### config.mk
export PLATFORM = sky130hd
export DESIGN_NAME = full_adder_3_bit_to_4_bit
export DESIGN_NICKNAME = d
export VERILOG_FILES = /design/src/rtl/full_adder_3_bit_to_4_bit.sv
export SDC_FILE = /design/constraint.sdc
export NUM_CORES = 1
export LEC_CHECK = 0
export ABC_AREA = 1
export BUFFER_PORTS_ARGS = -buffer_cell sky130_fd_sc_hd__buf_2
export CORE_AREA = 3 3 40 42
export CTS_CLUSTER_SIZE = 12
export DETAILED_ROUTE_END_ITERATION = 10
export DIE_AREA = 0 0 43 45
export SLEW_MARGIN = 20
export SYNTH_ARGS = -nofsm -noshare
export SYNTH_HDL_FRONTEND = slang
export SYNTH_SLANG_ARGS = --single-unit
### constraint.sdc
create_clock -name clk -period 1.5 [get_ports clk]
set_input_delay 0.075 -clock clk [delete_from_list [all_inputs] [get_ports clk]]
set_output_delay 0.075 -clock clk [all_outputs]
set_load 0.02 [all_outputs]
### src/rtl/full_adder_3_bit_to_4_bit.sv
// Unsigned ripple-carry adder built from chained 1-bit full-adder cells, with a
// combinational sum and a one-cycle registered copy qualified by out_valid.
module full_adder_3_bit_to_4_bit #(
  parameter int WIDTH = 3
) (
  input  logic             clk,
  input  logic             rst_n,
  input  logic [WIDTH-1:0] a,
  input  logic [WIDTH-1:0] b,
  input  logic             in_valid,
  output logic [WIDTH:0]   sum,
  output logic [WIDTH:0]   sum_q,
  output logic             out_valid
);

  // Ripple chain: each iteration is one full-adder cell; carry flows LSB to MSB.
  always_comb begin
    logic carry;
    carry = 1'b0;
    sum   = '0;
    for (int i = 0; i < WIDTH; i++) begin
      // NOTE: blocking assignments here make carry a true ripple, each cell
      // seeing the carry produced by the cell before it in the same evaluation.
      sum[i] = a[i] ^ b[i] ^ carry;
      carry  = (a[i] & b[i]) | (carry & (a[i] ^ b[i]));
    end
    sum[WIDTH] = carry;
  end

  // out_valid follows in_valid by one edge; sum_q only loads on a valid beat.
  always_ff @(posedge clk or negedge rst_n) begin
    if (!rst_n) begin
      sum_q     <= '0;
      out_valid <= 1'b0;
    end else begin
      // NOTE: non-blocking assignments keep every register sampling pre-edge values.
      out_valid <= in_valid;
      if (in_valid) sum_q <= sum;
    end
  end

endmodule

==> flow_summary.ini, run 1 <==
[power]
switchingPower_uw = 145.4
power_density_mw_per_mm2 = 1135
p_leak_nw = 0.2401
total_power_uw = 455.8
clock_power_share = 0.341
seq_power_share = 0.349
ir_drop_v = 0.0002950
internal-power_uw = 310.5
p_comb_frac = 0.310
switching_share = 0.3189

[critical_path]
critPathMaxFanout = 2
startpoint = a[0]
worstSetupPathType = input port to output port
worst_setup_path_end_kind = output port
reg2reg_from = sum_q[0]
arrival_ns = 1.37
worstPathRequired_ns = 1.42
worstSetupStartpointType = input port

[min_path]
min_from = in_valid
hold_class = input port to flip-flop

[sta]
hold_violations = 0
finalCriticalPeriod_ns = 1.440
finalCritPeriodShare = 0.9602
rsz0062_at_grt = no
finalClockSkew_ns = 0
fmax_ghz = 0.6943
setup_ws_ns = 0.05971
setup_viol = 0
maxSlewViolCount = 0
fin_hold_ws_ns = 0.02723
worstMarginPinSlew_ns = 0.1182
max_slew_margin = 0.9212

[status]
status = finished clean

[grt]
grt_pass1_wl_um = 883
first_global_vias = 225
grt_remaining_overflow = 0
antenna_found_initial = 0
grt_use_total = 0.06538
grt_max_degree = 7

[cts]
clk_pin_slew_ns = 0.04
cts.sinks = 5
clkLatencyLatePin_ns = 0.24
cts_max_level = 1
cts_root_buf = clkbuf_4
cts_tree = yes
cts_made_buffers = 3
clockBufferDepth = 2

[yosys]
seq_area_frac_synth = 0.5102
ys_warn_count = 0
syn_nets = 38
synth_area_um2 = 245.2
synth_area_per_cell_um2 = 9.432
ys_ff_latch = 5
synth_cell_types = 6
syn-instance-count = 26

[route]
route.detailed.wl_per_inst_um = 8.234
drc = 0
via_per_inst = 3.641
drt_iter0_markers = 4
drt-total-wl_um = 527
vias = 233
ant_nets = 0
drt_pass1_iterations = 2

[final_layout]
final_cells = 64
final_common_cell = buf_2
fillers = 141
drive_above_1_share = 0.5102
fin_nets = 62
fin_util = 0.3126
n_antenna_cell = 0
syn_to_final_growth_pct = 63.78
layout_common_cells = 16 x buf_2, 12 x nand2_1, 5 x dfrtp_1

[die]
io_pins = 18
die_width_um = 43
die_area_mm2 = 0.001935
initial_core_util = 0.1908
fp.dieH_um = 45
core_mm2 = 0.001285
rows = 13

[placed_design]
dp_slack_ns = -0.01829
dp_cells = 58
io_buffers = 17
gp_congestion = 0.6144

[run]
maxCapViolations = 0
cell type report:
type                       instances  area [um^2]  area share
timing repair buffer              19        108.9      0.2710
sequential                         5        125.1      0.3115
clock buffer                       4        26.28     0.06542
multi-input combinational         15        100.1      0.2492
inverter                           6        22.52     0.05607
tap                               15        18.77     0.04673
cells by family after synthesis:
| group | Yosys count | synth area share |
|---|---|---|
| adders and majority gates | 3 | 0.2143 |
| buffers and inverters | 6 | 0.09183 |
| DFF | 5 | 0.5102 |
| and+or+nand+nor | 12 | 0.1837 |
worst paths after layout:
| kind | endpoint | slack, ns | cells past startpoint |
|---|---|---|---|
| worst max-delay path | sum[2] | 0.06 | 7 |
| worst max register to register | sum_q[0] | 0.91 | 2 |
| max in group asynchronous | out_valid | 1.20 | 2 |
| worst min-delay path | out_valid | 0.03 | 1 |
| worst min register to register | sum_q[2] | 0.46 | 2 |
| min in group asynchronous | sum_q[0] | 0.17 | 2 |
synthesized netlist by cell type, drive strengths merged:
cell type,n,share of area
nand2,12,0.18
inv,6,0.092
dfrtp,5,0.51
fa,2,0.16
ha,1,0.051
worst max-delay path, stage by stage:
cell	delay [ns]
buf_2	0.10
ha_1	0.20
fa_2	0.33
inv_2	0.06
fa_1	0.42
inv_2	0.07
buf_6	0.11
power groups by stage:
| stage | logic (mW) | registers (mW) | clock network [mW] |
|---|---|---|---|
| 5_1_grt | 0.159 | 0.161 | 0.168 |
| 6_report | 0.141 | 0.159 | 0.156 |
| 3_5_place_dp | 0.125 | 0.161 | 0 |
| 2_1_floorplan | 0.0537 | 0.183 | 0 |
| 4_1_cts | 0.134 | 0.160 | 0.162 |
| 3_3_place_gp | 0.123 | 0.161 | 0 |
layer usage:
| layer | GRT usage | vias to the layer above | wire, um |
|---|---|---|---|
| met2 | 0.09581 | 15 | 222 |
| li1 | - | 120 | - |
| met5 | 0 | - | 0 |
| met3 | 0.02390 | 2 | 66 |
| met4 | 0.07229 | 0 | 19 |
| met1 | 0.06880 | 96 | 217 |
flip-flops by register name, indices dropped and copies added, names as in the netlist:
register	flops
out_valid	1
sum_q	4
metrics by stage:
step	TNS (ns)	cell area [um^2]
floorplan	0	245.2
global placement	-0.01625	349.1
detailed placement	-0.01829	349.1
CTS	0	391.6
global route	0	401.6
finish	0	401.6
what timing repair did:
item / 4_1_cts / 5_1_grt
buffers inserted: 0 / 1
resized for setup: 2 / 3
endpoints found under the setup margin: 1 / 1
pin swaps: 0 / 1
hold endpoints to repair: 5 / 0
hold buffers: 1 / 0
Note: power is estimated with default switching activity, not from simulation.
==> run 2: changes to the inputs <==
PLACE_DENSITY = 0.41   (was default)
==> flow_summary.ini, run 2 (synthesis gave the netlist of run 1 again) <==
[critical_path]
critPathMaxFanout = 2
worstPathRequired_ns = 1.42
worstSetupPathType = input port to output port
arrival_ns = 1.37
worst_setup_path_end_kind = output port
reg2reg_from = sum_q[2]
startpoint = a[0]
worstSetupStartpointType = input port

[die]
core_mm2 = 0.001285
rows = 13
io_pins = 18
die_width_um = 43
die_area_mm2 = 0.001935
initial_core_util = 0.1908
fp.dieH_um = 45

[cts]
cts_made_buffers = 3
clk_pin_slew_ns = 0.04
postCtsSetupBuffers = 0
cts.sinks = 5
clkLatencyLatePin_ns = 0.24
cts_root_buf = clkbuf_4
cts_max_level = 1
cts_tree = yes
clockBufferDepth = 2

[sta]
setup_ws_ns = 0.05904
finalClockSkew_ns = 0
setup_viol = 0
finalCriticalPeriod_ns = 1.441
hold_violations = 0
maxSlewViolCount = 0
finalCritPeriodShare = 0.9606
fmax_ghz = 0.6940
worstMarginPinSlew_ns = 0.1184
max_slew_margin = 0.9211
rsz0062_at_grt = no

[grt]
grt_pass1_wl_um = 924
antenna_found_initial = 0
grt_use_total = 0.06622
grt_max_degree = 7
grt_remaining_overflow = 0
first_global_vias = 254

[final_layout]
n_antenna_cell = 0
final_cells = 63
reg_top3 = sum_q (4), out_valid (1)
drive_above_1_share = 0.4792
fin_nets = 61
layout_common_cells = 16 x buf_2, 12 x nand2_1, 5 x dfrtp_1
syn_to_final_growth_pct = 60.71
largest_register = sum_q
final_common_cell = buf_2
largest_reg_flops = 4
fillers = 154

[run]
maxCapViolations = 0

[placed_design]
io_buffers = 17
dp_cells = 58
gp_congestion = 0.5407
dp_slack_ns = -0.01639
hpwl_um = 465

[route]
vias = 237
drt-total-wl_um = 547
drt_iter0_markers = 5
drt_pass1_iterations = 4
route.detailed.wl_per_inst_um = 8.683
drc = 0
via_per_inst = 3.762
ant_nets = 0

[power]
power_density_mw_per_mm2 = 1137
total_power_uw = 448.3
p_leak_nw = 0.2364
ir_drop_v = 0.0002360

[min_path]
min_from = in_valid
hold_class = input port to flip-flop

[status]
status = finished clean
==> run 2: worst paths after layout <==
kind | slack [ns] | depth (start not counted) | endpoint
worst max-delay path | 0.06 | 7 | sum[2]
worst min-delay path | 0.03 | 1 | out_valid
worst max register to register | 0.91 | 2 | sum_q[2]
worst min register to register | 0.47 | 2 | sum_q[0]
max in group asynchronous | 1.20 | 2 | sum_q[3]
min in group asynchronous | 0.17 | 2 | out_valid
==> run 2: worst max-delay path, stage by stage <==
cell	delay, ns
buf_2	0.10
ha_1	0.20
fa_2	0.33
inv_2	0.06
fa_1	0.39
inv_1	0.09
buf_6	0.12
==> run 2: cell type report <==
| class | instances | area (um^2) | share of cell area |
|---|---|---|---|
| clock buffer | 4 | 26.28 | 0.06667 |
| inverter | 6 | 22.52 | 0.05714 |
| multi-input combinational | 15 | 100.1 | 0.2540 |
| sequential | 5 | 125.1 | 0.3175 |
| tap | 15 | 18.77 | 0.04762 |
| timing repair buffer | 18 | 101.3 | 0.2571 |
==> run 2: per-stage QoR <==
step                      TNS (ns)  utilization  instance area, um^2  hold WS, ns
final                            0       0.3067                394.1      0.02643
after CTS                        0       0.3019                387.9      0.02471
after floorplan                  0            -                245.2      -0.2206
after global routing             0       0.3067                394.1      0.03127
after detailed placement  -0.01639       0.2717                349.1      -0.1061
after global placement    -0.01389       0.2717                349.1      -0.1048
==> run 2: layer usage <==
layer / GRT usage / wire [um]
met4: 0.07229 / 0
met5: 0 / 0
met3: 0.01195 / 60
met1: 0.07125 / 238
met2: 0.1048 / 248
==> run 2: timing repair <==
| item | 4_1_cts | 5_1_grt |
|---|---|---|
| endpoints found under the hold margin | 5 | 0 |
| setup endpoints to repair | 1 | 1 |
| gates resized for setup | 1 | 3 |
| hold buffers | 1 | 0 |
==> run 2: power by group <==
| part | total (mW) | internal, mW | switching (mW) |
|---|---|---|---|
| Clock | 0.157 | 0.101 | 0.0562 |
| Combinational | 0.132 | 0.0512 | 0.0812 |
| Sequential | 0.159 | 0.152 | 0.00716 |
